$ cat src/rtl/pipe_buf_stage_if.sv
// rtl/pipe_buf_stage_if.sv - handshake bundle between a pipeline buffer stage and its neighbours
//
// Signals:
//   in_valid / in_data / in_ready    upstream payload handshake
//   out_valid / out_data / out_ready downstream payload handshake
//   flush                            synchronous squash of held and incoming payloads
//   cnt_clr / stall_cnt              stall counter clear and value
// Modports:
//   master  the side that drives the stage (upstream/downstream/control)
//   slave   the buffer stage itself
interface pipe_buf_stage_if #(
    parameter int DATA_W = 41,
    parameter int CNT_W  = 16
);
    logic              in_valid;
    logic [DATA_W-1:0] in_data;
    logic              in_ready;
    logic              out_valid;
    logic [DATA_W-1:0] out_data;
    logic              out_ready;
    logic              flush;
    logic              cnt_clr;
    logic [CNT_W-1:0]  stall_cnt;

    modport master (
        output in_valid, in_data, out_ready, flush, cnt_clr,
        input  in_ready, out_valid, out_data, stall_cnt
    );

    modport slave (
        input  in_valid, in_data, out_ready, flush, cnt_clr,
        output in_ready, out_valid, out_data, stall_cnt
    );
endinterface

$ cat src/rtl/pipe_buf_stage.sv
// rtl/pipe_buf_stage.sv - generic pipeline buffer register with optional skid, flush and stall counter
//
// Ports:
//   clk      rising-edge clock
//   reset_n  asynchronous active-low reset
//   bus      pipe_buf_stage_if.slave: in_valid/in_data/in_ready (upstream),
//            out_valid/out_data/out_ready (downstream), flush, cnt_clr, stall_cnt
// Parameters:
//   DATA_W  payload width
//   SKID    1 = two-entry skid buffer with registered in_ready, 0 = single register
//   BUBBLE  payload shown while the stage holds nothing valid
//   CNT_W   stall counter width
module pipe_buf_stage #(
    parameter int                DATA_W = 41,
    parameter int                SKID   = 1,
    parameter logic [DATA_W-1:0] BUBBLE = DATA_W'(41'h0_0000_0013),
    parameter int                CNT_W  = 16
) (
    input  logic            clk,
    input  logic            reset_n,
    pipe_buf_stage_if.slave bus
);

    localparam logic [CNT_W-1:0] CNT_MAX = '1;

    logic              main_valid;
    logic [DATA_W-1:0] main_data;
    logic              skid_valid;
    logic [DATA_W-1:0] skid_data;
    logic [CNT_W-1:0]  stall_cnt;

    logic in_ready;
    logic accept;
    logic xfer;

    // With the skid, in_ready depends only on a register, so the upstream
    // ready path never sees downstream out_ready combinationally.
    assign in_ready = (SKID != 0) ? ~skid_valid : (~main_valid | bus.out_ready);
    assign accept   = bus.in_valid & in_ready;
    assign xfer     = main_valid & bus.out_ready;

    always_ff @(posedge clk or negedge reset_n) begin
        if (!reset_n) begin
            main_valid <= 1'b0;
            main_data  <= BUBBLE;
            skid_valid <= 1'b0;
            skid_data  <= BUBBLE;
        end else if (bus.flush) begin
            // A transfer in this cycle already completed downstream; anything
            // accepted this cycle is dropped along with the held payloads.
            main_valid <= 1'b0;
            main_data  <= BUBBLE;
            skid_valid <= 1'b0;
            skid_data  <= BUBBLE;
        end else if (SKID != 0) begin
            if (!main_valid) begin
                if (accept) begin
                    main_data  <= bus.in_data;
                    main_valid <= 1'b1;
                end
            end else if (!skid_valid) begin
                if (accept && xfer) begin
                    main_data <= bus.in_data;
                end else if (accept) begin
                    skid_data  <= bus.in_data;
                    skid_valid <= 1'b1;
                end else if (xfer) begin
                    main_valid <= 1'b0;
                    main_data  <= BUBBLE;
                end
            end else if (xfer) begin
                // Full: the older payload leaves, the skid entry moves up.
                main_data  <= skid_data;
                skid_data  <= BUBBLE;
                skid_valid <= 1'b0;
            end
        end else begin
            if (accept) begin
                main_data  <= bus.in_data;
                main_valid <= 1'b1;
            end else if (xfer) begin
                main_valid <= 1'b0;
                main_data  <= BUBBLE;
            end
        end
    end

    // Stall counter ignores flush; clear beats increment; sticks at all-ones.
    always_ff @(posedge clk or negedge reset_n) begin
        if (!reset_n) begin
            stall_cnt <= '0;
        end else if (bus.cnt_clr) begin
            stall_cnt <= '0;
        end else if (main_valid && !bus.out_ready && (stall_cnt != CNT_MAX)) begin
            stall_cnt <= stall_cnt + 1'b1;
        end
    end

    assign bus.in_ready  = in_ready;
    assign bus.out_valid = main_valid;
    assign bus.out_data  = main_data;
    assign bus.stall_cnt = stall_cnt;

endmodule
$ cat src/flat_wrapper.sv
// flat-port wrapper written by rule: the top's interface ports become plain ports
module pipe_buf_stage_flat 
#(
    parameter int                DATA_W = 41,
    parameter int                SKID   = 1,
    parameter logic [DATA_W-1:0] BUBBLE = DATA_W'(41'h0_0000_0013),
    parameter int                CNT_W  = 16
)
  (clk, reset_n, bus_in_valid, bus_in_data, bus_out_ready, bus_flush, bus_cnt_clr, bus_in_ready, bus_out_valid, bus_out_data, bus_stall_cnt);
  pipe_buf_stage_if #(.DATA_W(DATA_W), .CNT_W(CNT_W)) bus_i ();
  input  logic clk;
  input  logic reset_n;
  input wire logic [$bits(bus_i.in_valid)-1:0] bus_in_valid;
  input wire logic [$bits(bus_i.in_data)-1:0] bus_in_data;
  input wire logic [$bits(bus_i.out_ready)-1:0] bus_out_ready;
  input wire logic [$bits(bus_i.flush)-1:0] bus_flush;
  input wire logic [$bits(bus_i.cnt_clr)-1:0] bus_cnt_clr;
  output wire logic [$bits(bus_i.in_ready)-1:0] bus_in_ready;
  output wire logic [$bits(bus_i.out_valid)-1:0] bus_out_valid;
  output wire logic [$bits(bus_i.out_data)-1:0] bus_out_data;
  output wire logic [$bits(bus_i.stall_cnt)-1:0] bus_stall_cnt;
  assign bus_i.in_valid = bus_in_valid;
  assign bus_i.in_data = bus_in_data;
  assign bus_i.out_ready = bus_out_ready;
  assign bus_i.flush = bus_flush;
  assign bus_i.cnt_clr = bus_cnt_clr;
  assign bus_in_ready = bus_i.in_ready;
  assign bus_out_valid = bus_i.out_valid;
  assign bus_out_data = bus_i.out_data;
  assign bus_stall_cnt = bus_i.stall_cnt;
  pipe_buf_stage #(.DATA_W(DATA_W), .SKID(SKID), .BUBBLE(BUBBLE), .CNT_W(CNT_W)) u_core (.clk(clk), .reset_n(reset_n), .bus(bus_i));
endmodule
$ cat config.mk
export PLATFORM = sky130hd
export DESIGN_NAME = pipe_buf_stage_flat
export DESIGN_NICKNAME = d
export VERILOG_FILES = /design/src/rtl/pipe_buf_stage_if.sv /design/src/rtl/pipe_buf_stage.sv /design/src/flat_wrapper.sv
export SDC_FILE = /design/constraint.sdc
export NUM_CORES = 1
export LEC_CHECK = 0
export CELL_PAD_IN_SITES_DETAIL_PLACEMENT = 1
export CELL_PAD_IN_SITES_GLOBAL_PLACEMENT = 1
export CORE_MARGIN = 2
export CORE_UTILIZATION = 41
export DETAILED_ROUTE_END_ITERATION = 7
export PLACE_DENSITY_LB_ADDON = 0.05
export REMOVE_ABC_BUFFERS = 1
export SYNTH_ARGS = -nofsm -noshare
export SYNTH_HDL_FRONTEND = slang
export SYNTH_SLANG_ARGS = --single-unit
export TNS_END_PERCENT = 5
$ cat constraint.sdc
create_clock -name clk -period 2.9 [get_ports clk]
set_input_delay 0.58 -clock clk [delete_from_list [all_inputs] [get_ports clk]]
set_output_delay 0.58 -clock clk [all_outputs]
set_load 0.005 [all_outputs]
# Yosys cells after proc, flatten, opt, wreduce, memory -nomap -nowiden
# Cells that the tools add are included.
[word_totals] register_bits=100 out_inout_bits=59
[classes] add_sub_neg=1 eq_ne=6 muxes=25 bitwise=3 n_reduce_logical=10
[op_table] cell="$mux 41" n=12
[op_table] cell="$mux 16" n=2
[op_table] cell="$add 16x1->16 const B" n=1
[op_table] cell="$ne 16x16->1 const B" n=1
[op_table] cell="$mux 1" n=11
[op_table] cell="$ne 4x4->1 const B" n=2
[op_table] cell="$reduce_and 4->1" n=2
[op_table] cell="$reduce_bool 3->1" n=2
[op_table] cell="$ne 5x5->1 const B" n=1
[op_table] cell="$reduce_bool 2->1" n=2
[op_table] cell="$logic_and 1x1->1" n=3
[op_table] cell="$ne 3x2->1 const B" n=1
[op_table] cell="$ne 3x3->1 const B" n=1
[op_table] cell="$and 1x1->1" n=2
[op_table] cell="$logic_not 1->1" n=1
[op_table] cell="$not 1->1" n=1

# Longest topological paths before layout
# Gate-level depths: netlist of the first run.
[depth] ltp_word=7 mapped_depth=7 depth_no_buf=5

# Least setup slack after synthesis of the first run
# No wires, ideal clock.
[synth_timing] path_kind="input to register" startpoint="in bus_flush" endpoint="reg u_core.main_data[14], in the netlist u_core.bus.out_data[14]" arrival_ns=1.661 t_required_ns=2.767 path_slack_ns=1.106 path_stages=7 n_path_buf=3 cell_sequence="clkbuf_1 a21oi_1 o21ai_0 nand2b_1 buf_2 clkbuf_1 o21ai_0"
[synth_between] elab_chain_cells=2 word_cells_on_any_way=6 classes_between="3 x eq/ne; 1 x mux; 2 x reduce/logical"
[synth_rtl] item="start: declaration" line_no="flat_wrapper.sv:16" rtl="input wire logic [$bits(bus_i.flush)-1:0] bus_flush;"
[synth_rtl] item="$ne 5x5->1 (no line), or another cell as far along"
[synth_rtl] item="$reduce_and 4->1 (no line)"
[synth_rtl] item="end signal: assignment" line_no="pipe_buf_stage.sv:58" rtl="main_data <= bus.in_data;"
[synth_rtl] item="end signal: assignment" line_no="pipe_buf_stage.sv:63" rtl="main_data <= bus.in_data;"
[synth_rtl] item="end signal: assignment" line_no="pipe_buf_stage.sv:73" rtl="main_data <= skid_data;"
[synth_rtl] item="end: declaration" line_no="pipe_buf_stage.sv:27" rtl="logic [DATA_W-1:0] main_data;"
# Parallel ways exist; a longest one is shown, timed or not.
# A chain may end at the register's enable or synchronous reset.

# Worst setup path after layout of the first run
[layout_timing] startpoint="reg u_core.main_valid, in the netlist u_core.bus.out_valid" endpoint="out bus_out_valid"
[layout_lines] item="start: declaration" line_no="pipe_buf_stage.sv:26" rtl="logic main_valid;"
[layout_lines] item="start signal: assignment" line_no="pipe_buf_stage.sv:44" rtl="main_valid <= 1'b0;"
[layout_lines] item="start signal: assignment" line_no="pipe_buf_stage.sv:51" rtl="main_valid <= 1'b0;"
[layout_lines] item="start signal: assignment" line_no="pipe_buf_stage.sv:59" rtl="main_valid <= 1'b1;"
[layout_lines] item="end: declaration" line_no="flat_wrapper.sv:19" rtl="output wire logic [$bits(bus_i.out_valid)-1:0] bus_out_valid;"
# No word-level cell between the ends.

==> results of run 1 <==
cells in the mapped netlist, types with 2 or more instances:
cell      instances
a211oi_1          3
a21boi_0          3
a21oi_1          18
a22o_1            7
a22oi_1          38
and4b_1           2
buf_2            11
clkbuf_1         16
dfrtp_1          94
dfstp_2           6
inv_1            35
mux2_2            6
mux2i_1          32
nand2_1          79
nand2b_1          4
nand3_1           3
nand4_1           4
nor2_1           15
nor2b_1           6
nor3_1            2
nor4_1            3
o21a_1            2
o21ai_0          42
o22a_1            3
o22ai_1           3
o31ai_1           3
o41ai_1           2
or4_1             5
per-layer routing:
metal | track usage | up-vias | wire [um] | part of all wire
met5 | 0 | - | 0 | 0
met4 | 0.0624 | 0 | 145 | 0.012
met3 | 0.0391 | 11 | 513 | 0.042
met2 | 0.368 | 82 | 6190 | 0.50
met1 | 0.281 | 1922 | 5510 | 0.45
li1 | - | 1802 | - | -
worst paths after layout:
kind	start	endpoint	slack, ns
setup / recovery	u_core.bus.out_valid$_DFF_PN0_	bus_out_valid	0.70
hold / removal	reset_n	u_core.bus.out_data[38]$_DFFE_PN0P_	0.23
setup reg to reg	u_core.bus.out_valid$_DFF_PN0_	u_core.bus.stall_cnt[9]$_DFFE_PN0P_	0.83
hold reg to reg	u_core.bus.out_data[35]$_DFFE_PN0P_	u_core.bus.out_data[35]$_DFFE_PN0P_	0.48
max in group asynchronous	reset_n	u_core.bus.out_data[1]$_DFFE_PN1P_	1.91
min in group clk	u_core.bus.out_data[35]$_DFFE_PN0P_	u_core.bus.out_data[35]$_DFFE_PN0P_	0.48
where the power goes:
part | internal, mW | switching (mW) | total [mW]
registers | 1.50 | 0.0677 | 1.57
clock network | 0.480 | 0.481 | 0.961
logic | 0.259 | 0.235 | 0.494
flip-flops by register name (all words and copies together), names as in the netlist:
name / cells
u_core.skid_valid: 1
u_core.skid_data: 41
u_core.bus.out_valid: 1
u_core.bus.out_data: 41
u_core.bus.stall_cnt: 16
cell families (layout without fill, tap and decap cells):
kind of cell	after synthesis	in the layout	synth area share
AO/OA/AOI/OAI	126	126	0.177
adder cells (fa/ha/maj)	1	1	0.00273
multiplexers	38	38	0.0847
buffers and inverters	63	165	0.0549
AND/OR/NAND/NOR	131	131	0.133
flip-flops	100	100	0.548
metrics by stage:
stage,worst slack (ns),std cells
2_1_floorplan,-0.389,431
3_3_place_gp,0.467,686
3_5_place_dp,0.357,686
4_1_cts,0.675,701
5_1_grt,0.576,701
6_report,0.696,701
final cells by class:
| type | count | share of cell area |
|---|---|---|
| timing repair buffer | 115 | 0.193 |
| clock buffer | 10 | 0.0212 |
| tap | 140 | 0.0291 |
| sequential | 100 | 0.417 |
| clock inverter | 5 | 0.0129 |
| multi-input combinational | 296 | 0.305 |
| inverter | 35 | 0.0218 |
==> flow_summary.toml, run 1 <==
[outcome]
status = "finished clean"

[placement]
port_buffers = 105
place_area_um2 = 5810
dp_hpwl_um = 8510
gp_congestion = 0.801

[setup_path]
critPathArrivalTime_ns = 1.62
critical_path_class = "register to output port"
worstSetupStartpointType = "register"
crit_chain = "clkdlybuf4s50_1"
critPathTopFamily = "flip-flops"
end_kind = "output port"
critPathBufInv = 1
rr_worst_depth = 4
cp_num_cells = 1
slowest_stage = "dfrtp_1"
slowest_delay_ns = 0.67
cp_max_fo = 16
required_ns = 2.32

[clock_tree]
ctsResizeCount = 0
cts.sinks = 100
htreeDepth = 3
postCtsHoldBufs = 0
clk_pin_slew_ns = 0.10
cts_setup_buffers = 0
numCtsBuffers = 9
cts_tree = "yes"
cts_root_buf = "clkbuf_8"
clk_latency_ns = 0.36
cts.path.max_buffers = 2

[sta]
post-route-period-util = 0.760
drv_slew = 0
rsz0062_at_grt = "false"
fin_setup_tns_ns = 0
hold_violations = 0
min_period_ns = 2.20
worst_pin_slew_ns = 0.836
skew_ns = 0.0127
slew_headroom = 0.441
fmax_mhz = 454
setup_violations = 0
holdWs_ns = 0.230

[detailed_routing]
firstDrtPassIters = 4
via_per_inst = 5.45
postRouteAntennaNets = 0
wl_per_cell_um = 17.6
drtIter0Drc = 168
drc = 0
wirelength_um = 12400
vias = 3817

[yosys]
yosys_register_bits = 100
postSynthAreaPerCell_um2 = 9.97
async_reset_ff_frac = 1.00
syn_area_um2 = 4580
synthFlopType = "dfrtp_1"
synth_edf_count = 0
yosysUniqueCellTypes = 40
synth_area_leaders = "dfrtp_1, mux2i_1, nand2_1"
syn_inst = 459
ys_seq_area_frac = 0.548
yosysWarnings = 0
synth_top_area_frac = 0.514
yosys.area.top_type = "dfrtp_1"

[final_layout]
postLayoutCellArea_um2 = 6010
num-fill-cells = 1214
final_cell_mix = "clkdlybuf4s50_1, dfrtp_1, nand2_1, o21ai_0, a22oi_1"
area_delta_synth_final_pct = 31.4
num_antenna_cells = 0
layout.nets = 605
fin_util = 0.552
regArea_um2 = 2510
layout_commonest_cell = "clkdlybuf4s50_1"
multi_input_area_um2 = 1830
drive_gt1_frac = 0.0784

[flow_run]
maxCapViolCount = 0

[power_and_ir_drop]
ir_worst_vdd_mv = 0.269
p_leak_nw = 2.59
p_per_area_nw_per_um2 = 503
total_power_mw = 3.02

[grt]
grt-ovfl-total = 0
grt_pass1_wl_um = 20300
antenna_found_initial = 0
grt_pass1_vias = 4089
grt_start_max_net_pins = 54
grtUsageTotal = 0.216

[floorplanning]
start_util = 0.420
die-width_um = 110
row_count = 38
fp.dieH_um = 110
core_um2 = 10900
ios = 106
die_area_um2 = 12000

[hold_path]
worst_hold_path_type = "input port to asynchronous set/reset pin"
Power figures use the tool's default switching activity.
==> inputs of run 2 (changes only) <==
--- a/config.mk
+++ b/config.mk
@@ -8,7 +8,7 @@
 export CELL_PAD_IN_SITES_DETAIL_PLACEMENT = 1
 export CELL_PAD_IN_SITES_GLOBAL_PLACEMENT = 1
 export CORE_MARGIN = 2
-export CORE_UTILIZATION = 41
+export CORE_UTILIZATION = 38
 export DETAILED_ROUTE_END_ITERATION = 7
 export PLACE_DENSITY_LB_ADDON = 0.05
 export REMOVE_ABC_BUFFERS = 1
==> constraint.sdc (replaced) <==
create_clock -name clk -period 2.1 [get_ports clk]
set_input_delay 0.42 -clock clk [delete_from_list [all_inputs] [get_ports clk]]
set_output_delay 0.42 -clock clk [all_outputs]
set_load 0.005 [all_outputs]
==> flow_summary.toml, run 2 (synthesis gave the netlist of run 1 again) <==
[setup_path]
end_kind = "output port"
rr_worst_depth = 5
cp_max_fo = 8
r2r_setup_slack_ns = 0.22
worstSetupStartpointType = "register"
required_ns = 1.68
critical_path_class = "register to output port"
critPathArrivalTime_ns = 1.46

[sta]
drv_slew = 0
skew_ns = 0.00558
min_period_ns = 1.88
slew_headroom = 0.435
worst_pin_slew_ns = 0.848
fmax_mhz = 532
rsz0062_at_grt = "false"
hold_violations = 0
post-route-period-util = 0.895
setup_violations = 0

[clock_tree]
ctsResizeCount = 0
cts_root_buf = "clkbuf_16"
numCtsBuffers = 9
cts_setup_buffers = 0
clk_pin_slew_ns = 0.07
cts.sinks = 100
clk_latency_ns = 0.35
cts.path.max_buffers = 2
cts_tree = "yes"
htreeDepth = 3

[final_layout]
num_antenna_cells = 0
area_delta_synth_final_pct = 37.8
multi_input_area_um2 = 1840
regArea_um2 = 2510
drive_gt1_frac = 0.104
layout.nets = 619
instances_no_fill = 723
layout_commonest_cell = "clkdlybuf4s50_1"
final_cell_mix = "clkdlybuf4s50_1, dfrtp_1, nand2_1, o21ai_0, a22oi_1"
num-fill-cells = 1328
fin_util = 0.532
postLayoutCellArea_um2 = 6310

[floorplanning]
ios = 106
die-width_um = 114
die_area_um2 = 12900
core_um2 = 11900
fp.dieH_um = 114
row_count = 40
start_util = 0.386

[power_and_ir_drop]
p_per_area_nw_per_um2 = 747
ir_worst_vdd_mv = 0.435
p_leak_nw = 2.74
total_power_mw = 4.71

[detailed_routing]
via_per_inst = 5.34
drtIter0Drc = 171
wl_per_cell_um = 17.6
vias = 3864
wirelength_um = 12700
drc = 0
firstDrtPassIters = 4
postRouteAntennaNets = 0

[placement]
port_buffers = 105
dp_hpwl_um = 8410
gp_congestion = 0.806
place_area_um2 = 5970
place_inst = 706

[grt]
grt_pass1_wl_um = 21500
antenna_found_initial = 0
grt-ovfl-total = 0
grt_start_max_net_pins = 50
grt_pass1_vias = 4162
grtUsageTotal = 0.209

[hold_path]
worst_hold_path_type = "register to register"
hold_path_depth = 2

[outcome]
status = "finished clean"

[flow_run]
maxCapViolCount = 0
## run 2: changes by cell type in the layout (fill, tap and decap cells not counted), sizes merged
| cell | change |
|---|---|
| buf | +13 |
| inv | +1 |
| clkinv | +1 |
| clkbuf | -1 |
| dlygate4sd3 | +1 |
## run 2: layer usage
layer	wire length, um	global-route usage	vias to the layer above	part of all wire
li1	-	-	1824	-
met1	5790	0.278	1952	0.46
met2	6330	0.351	76	0.50
met3	431	0.0351	12	0.034
met4	155	0.0683	0	0.012
met5	0	0	-	0
## run 2: worst paths after layout
path	end	start
min in group asynchronous	u_core.bus.out_data[2]$_DFFE_PN0P_	reset_n
max in group asynchronous	u_core.skid_data[31]$_DFFE_PN0P_	reset_n
worst max-delay path	bus_in_ready	u_core.skid_valid$_DFFE_PN0N_
worst min register to register	u_core.bus.out_data[23]$_DFFE_PN0P_	u_core.bus.out_data[23]$_DFFE_PN0P_
worst min-delay path	u_core.bus.out_data[23]$_DFFE_PN0P_	u_core.bus.out_data[23]$_DFFE_PN0P_
worst max register to register	u_core.bus.stall_cnt[0]$_DFFE_PN0P_	u_core.bus.stall_cnt[0]$_DFFE_PN0P_
## run 2: stage by stage
stage	hold slack (ns)	setup slack, ns	TNS [ns]
after floorplan	0.124	-1.13	-46.48
after global placement	0.353	-0.0709	-0.175
after detailed placement	0.353	-0.101	-0.471
after CTS	0.490	0.205	0
after global routing	0.514	0.0533	0
final	0.481	0.220	0
## run 2: repair_timing
item                                    4_1_cts  5_1_grt
endpoints found under the hold margin        19        0
endpoints found under the setup margin        0        0
hold buffers                                  1        0
## run 2: worst max-delay path, cell delays in order (launching register included)
cell	delay (ns)
dfrtp_1	0.48
inv_1	0.13
clkdlybuf4s50_1	0.50
## run 2: area by class of cell
type                            instances  area share
Timing Repair Buffer                  129       0.209
Clock buffer                            9      0.0357
Multi-Input combinational cell        296       0.291
Clock inverter                          7      0.0157
Inverter                               35      0.0208
Sequential cell                       100       0.398
Tap cell                              147      0.0292
## run 2: power by group
group / internal [mW] / switching (mW)
clock network: 1.05 / 0.764
registers: 2.08 / 0.0894
logic: 0.388 / 0.342
==> variant 1 (flow settings as in run 2) <==
`DATA_W` is set to 41 in 3 places; all go to 37.
--- a/src/rtl/pipe_buf_stage_if.sv
+++ b/src/rtl/pipe_buf_stage_if.sv
@@ -11,3 +11,3 @@
 interface pipe_buf_stage_if #(
-    parameter int DATA_W = 41,
+    parameter int DATA_W = 37,
     parameter int CNT_W  = 16
--- a/src/rtl/pipe_buf_stage.sv
+++ b/src/rtl/pipe_buf_stage.sv
@@ -13,3 +13,3 @@
 module pipe_buf_stage #(
-    parameter int                DATA_W = 41,
+    parameter int                DATA_W = 37,
     parameter int                SKID   = 1,
--- a/src/flat_wrapper.sv
+++ b/src/flat_wrapper.sv
@@ -3,3 +3,3 @@
 #(
-    parameter int                DATA_W = 41,
+    parameter int                DATA_W = 37,
     parameter int                SKID   = 1,
Ports: changed (resized bus_in_data and bus_out_data); port bits go from 106 to 98. No check against the original RTL was run, so the function may have changed too.
==> variant 1 against run 2 <==
Hold slack worse by 0.066 ns; clock power down 36%; largest power group unchanged; sequential cell count down 8; power down 23%; synthesized area down 13%; via count down 9.5%; routed wire length down 9.5%; maximum frequency down 0.81%; global-route usage about the same; count of clock-buffer cells in the layout up 2; cell area down 13%; worst setup slack worse by 0.015 ns.
==> variant 1: results (changes against run 2) <==
{| class="wikitable"
! Metric !! Value
|-
| Leakage dissipation || 2.29 nW (-16%)
|-
| Avg WL per Cell || 18.6 um (+5.9%)
|-
| Vias in the first global route || 3665 (-12%)
|-
| Vias after detailed routing || 3495 (-9.5%)
|-
| Syn Inst Count || 370 (-19%)
|-
| CP max FO || 15 (+7)
|-
| Maximum vdd ir drop || 0.309 mV (-29%)
|-
| Number of violations reported at the end of detailed-routing iteration 0 || 139 (-19%)
|-
| Port-buffer cells || 97 (-7.6%)
|-
| Gates resized, CTS repair || 0 (unchanged)
|-
| Top cell types by occurrence after synthesis || sky130_fd_sc_hd__dfrtp_1, sky130_fd_sc_hd__nand2_1, sky130_fd_sc_hd__o21ai_0
|-
| CP max stage delay || 0.56 ns (+0.06 ns)
|-
| Placed Cells || 603 (-15%)
|-
| Vias per inst || 5.66 (+5.8%)
|-
| Half-perimeter wire length after placement || 7410 um (-12%)
|-
| Antenna cell count || 0 (unchanged)
|-
| Sequential share of the synthesized area || 0.581 (+0.0323)
|-
| Worst clock skew || 0.00559 ns (+0.0000113 ns)
|-
| Clock insertion delay at the later pin of the skew report || 0.35 ns (about the same)
|-
| Fraction of layout cells with a size suffix above 1 || 0.116 (+0.0120)
|-
| Routability cong. || 0.778 (-3.5%)
|-
| Area contributors post-synth || sky130_fd_sc_hd__dfrtp_1, sky130_fd_sc_hd__a22o_1, sky130_fd_sc_hd__a22oi_1
|-
| Maximum number of pins on one net before global-route repair || 63 (+26%)
|-
| Max-cap violations || 0 (unchanged)
|-
| Number of setup buffers added after CTS || 0 (unchanged)
|-
| GRT Resource Usage Total || 0.209 (+0.000273)
|-
| Dpl ws || -0.226 ns (-0.125 ns)
|-
| Run status || completed
|-
| Cell area reported after detailed placement || 0.00528 mm^2 (-12%)
|-
| Worst rel slew slack || 0.623 (+0.188)
|-
| Total Nets Final || 524 (-15%)
|-
| Clock root buffer || sky130_fd_sc_hd__clkbuf_8
|-
| Global-route wire length before repair || 18500 um (-14%)
|-
| Count of unique library cells instantiated by Yosys || 42 (+5.0%)
|-
| Data arrival time of the critical path || 1.48 ns (+0.02 ns)
|-
| Initial antenna violation count || 0 (unchanged)
|-
| Classification of the worst-slack hold path || primary input to asynchronous set/reset pin
|}
==> variant 1: stage by stage <==
step                      utilization  TNS [ns]
after CTS                       0.534         0
final                           0.536         0
after global routing            0.536         0
after detailed placement        0.516     -7.96
after global placement          0.516     -6.33
after floorplan                     -    -14.45
==> variant 1: power breakdown <==
part	switching [mW]	internal, mW
Combinational	0.261	0.299
Sequential	0.0571	1.86
Clock	0.600	0.565
Total	0.918	2.73
==> variant 1: per-layer routing <==
metal,track usage,vias up,share of wire
li1,-,1598,-
met1,0.263,1803,0.44
met2,0.365,81,0.50
met3,0.0313,13,0.037
met4,0.0789,0,0.013
met5,0,-,0
==> variant 1: layout make-up <==
type | instances | area, um^2
Fill cell | 1109 | 4750
Sequential cell | 92 | 2310
Multi-Input combinational cell | 249 | 1590
Timing Repair Buffer | 124 | 1220
Tap cell | 136 | 170
Clock buffer | 11 | 141
Clock inverter | 2 | 37.5
Inverter | 4 | 15.0
==> variant 1: logic make-up after synthesis <==
logic type                 Yosys count  synth area share
muxes                                4            0.0110
adders and majority gates            1           0.00315
DFF                                 92             0.581
and+or+nand+nor                     95             0.124
buffers and inverters               30            0.0286
AOI/OAI and AO/OA                  148             0.252
==> variant 1: final timing paths <==
| kind | from | cells past startpoint | slack, ns | to |
|---|---|---|---|---|
| max in group asynchronous | reset_n | 3 | 1.13 | u_core.bus.out_data[6] |
| worst min-delay path | reset_n | 2 | 0.41 | u_core.bus.stall_cnt[2] |
| worst max-delay path | u_core.bus.out_valid | 2 | 0.20 | bus_out_valid |
| worst min register to register | u_core.bus.out_data[2] | 2 | 0.49 | u_core.bus.out_data[2] |
| min in group clk | u_core.bus.out_data[2] | 2 | 0.49 | u_core.bus.out_data[2] |
| worst max register to register | u_core.bus.stall_cnt[7] | 4 | 0.21 | u_core.bus.stall_cnt[11] |
==> variant 2 (settings of run 2) <==
Made on the original files. Reset style: synchronous (`reset_n`), changed in 2 clocked blocks. Comments in the files are not updated.
--- a/src/rtl/pipe_buf_stage.sv
+++ b/src/rtl/pipe_buf_stage.sv
@@ -41,3 +41,3 @@
 
-    always_ff @(posedge clk or negedge reset_n) begin
+    always_ff @(posedge clk) begin
         if (!reset_n) begin
@@ -88,3 +88,3 @@
     // Stall counter ignores flush; clear beats increment; sticks at all-ones.
-    always_ff @(posedge clk or negedge reset_n) begin
+    always_ff @(posedge clk) begin
         if (!reset_n) begin
Function: differs if reset_n is asserted again (counterexample within 4 cycles, from zero or initial values and one cycle with reset_n low); with reset_n held inactive, the same outputs for 4 cycles.
==> variant 2 against run 2 <==
Routed wire length is 2.5% lower; cell area is 11% lower; count of clock-buffer cells in the layout stayed put; sequential cell count stayed put; first-iteration DRC count is 18% higher; clock power is 34% lower; maximum frequency is 2.9% lower; synthesized area is 10% lower; cell count is 1.5% lower; clock skew is 0.015 ns higher; critical endpoint unchanged; power is 24% lower; register-to-register slack worse by 0.02 ns; worst setup slack worse by 0.056 ns.
==> variant 2: results (changes against run 2) <==
{| class="wikitable"
! Metric !! Value
|-
| Post-route insts no fill || 712 (-1.5%)
|-
| Average cell area after synthesis || 8.52 um^2 (-15%)
|-
| Sequential share of the synthesized area || 0.488 (-0.0600)
|-
| GRT Resource Usage Total || 0.219 (+0.00944)
|-
| Fraction of synthesized area in multiplexers || 0.00488 (-0.0799)
|-
| Maximum vdd ir drop || 0.338 mV (-22%)
|-
| Placed Cells || 696 (-1.4%)
|-
| CP max FO || 11 (+3)
|-
| Top cell types by occurrence after synthesis || sky130_fd_sc_hd__dfxtp_1, sky130_fd_sc_hd__a21oi_1, sky130_fd_sc_hd__o21ai_0
|-
| Fraction of post-synthesis cell area in the top cell type by area || 0.488 (-0.0255)
|-
| Number of violations reported at the end of detailed-routing iteration 0 || 202 (+18%)
|-
| Run status || completed
|-
| Vias in the first global route || 4088 (-1.8%)
|-
| Area contributors post-synth || sky130_fd_sc_hd__dfxtp_1, sky130_fd_sc_hd__a21oi_1, sky130_fd_sc_hd__a22oi_1
|-
| Synthesized-area fraction occupied by adder cells || 0.00305 (+0.000319)
|-
| Half-perimeter wire length after placement || 8170 um (-2.8%)
|-
| Area share of xor/xnor cells in the synthesized design || 0.00214 (+0.00214)
|-
| Count of unique library cells instantiated by Yosys || 44 (+10%)
|-
| Reg-to-Reg End || u_core.bus.stall_cnt[2]
|-
| Launch point of the critical path || u_core.skid_valid
|-
| Critical R2R Launch || u_core.bus.stall_cnt[1]
|-
| Yosys synthesis warning count || 0 (unchanged)
|-
| Fill cell count || 1213 (-8.7%)
|-
| Setup slack of the most critical reg-to-reg path || 0.20 ns (-0.02 ns)
|-
| Leakage dissipation || 1.89 nW (-31%)
|-
| Routability cong. || 0.799 (-0.93%)
|-
| Maximum number of pins on one net before global-route repair || 51 (+2.0%)
|-
| Ys flop type || sky130_fd_sc_hd__dfxtp_1
|-
| Worst clock skew || 0.0210 ns (+0.0155 ns)
|-
| Vias after detailed routing || 4037 (+4.5%)
|-
| Data arrival time of the critical path || 1.52 ns (+0.06 ns)
|-
| Clock root buffer || sky130_fd_sc_hd__clkbuf_8
|-
| 1st-pass router iterations || 4 (unchanged)
|-
| Clock insertion delay at the later pin of the skew report || 0.38 ns (+0.03 ns)
|-
| Worst Tran Pin Value || 0.383 ns (-0.465 ns)
|-
| Clock slew seen by the registers of the worst setup and hold paths || 0.10 ns (+0.03 ns)
|-
| Complex-gate fraction of the synthesized area || 0.279 (+0.103)
|-
| Share of synthesized flip-flops with an asynchronous set or reset || 0 (-1.00)
|-
| Fraction of layout cells with a size suffix above 1 || 0.0903 (-0.0139)
|-
| Global-route wire length before repair || 20400 um (-5.1%)
|-
| Register-to-Register Path Depth || 6 (+1)
|-
| Routed wire length || 12400 um (-2.5%)
|}
variant 2: worst max-delay path: stages, from the launching register on:
cell and delay, ns:
sky130_fd_sc_hd__dfxtp_2 0.39, sky130_fd_sc_hd__inv_1 0.21, sky130_fd_sc_hd__clkdlybuf4s50_1 0.55
variant 2: where the power goes:
group | internal, mW | total [mW] | switching, mW
Sequential | 1.94 | 1.97 | 0.0258
Combinational | 0.234 | 0.433 | 0.199
Clock | 0.463 | 1.20 | 0.737
variant 2: timing repair:
| item | 4_1_cts | 5_1_grt |
|---|---|---|
| endpoints found under the hold margin | 0 | 0 |
| buffers inserted | 0 | 0 |
| endpoints found under the setup margin | 0 | 1 |
| resized for setup | 0 | 1 |
variant 2: worst min path at each step:
stage	depth (start not counted)	endpoint	start
2_1_floorplan	2	u_core.skid_data[10]	u_core.skid_data[10]
3_3_place_gp	2	u_core.skid_data[23]	u_core.skid_data[23]
3_5_place_dp	2	u_core.skid_data[5]	u_core.skid_data[5]
4_1_cts	2	u_core.skid_data[31]	u_core.skid_data[31]
5_1_grt	2	u_core.skid_data[5]	u_core.skid_data[5]
6_report	2	u_core.skid_data[31]	u_core.skid_data[31]
variant 2: layout make-up:
type	count	area, um^2	share of cell area
sequential	100	2000	0.358
multi-input combinational	335	1950	0.348
timing repair buffer	120	1260	0.226
tap	136	170	0.0304
clock buffer	9	124	0.0222
clock inverter	7	65.1	0.0116
inverter	5	18.8	0.00336
variant 2: routing by layer:
| layer | wire length (um) | vias to the layer above | global-route usage |
|---|---|---|---|
| li1 | - | 1951 | - |
| met1 | 5560 | 1990 | 0.284 |
| met2 | 6180 | 85 | 0.371 |
| met3 | 524 | 11 | 0.0418 |
| met4 | 129 | 0 | 0.0595 |
| met5 | 0 | - | 0 |
variant 2: cells by family (layout without fill, tap and decap cells):
| family | after synthesis | after routing |
|---|---|---|
| AO/OA/AOI/OAI | 197 | 197 |
| multiplexers | 2 | 2 |
| flip-flops | 100 | 100 |
| AND/OR/NAND/NOR | 134 | 134 |
| adder cells (fa/ha/maj) | 1 | 1 |
| XOR/XNOR | 1 | 1 |
| buffers and inverters | 46 | 141 |
variant 2: metrics by stage:
step                      utilization  setup WS [ns]  area, um^2  hold WS, ns
after floorplan                     -         -0.443        3930        0.432
after global placement          0.519         0.0639        5400        0.437
after detailed placement        0.519       -0.00415        5400        0.449
after CTS                       0.537         0.0438        5590        0.466
after global routing            0.537         0.0767        5590        0.475
final                           0.537          0.164        5590        0.461
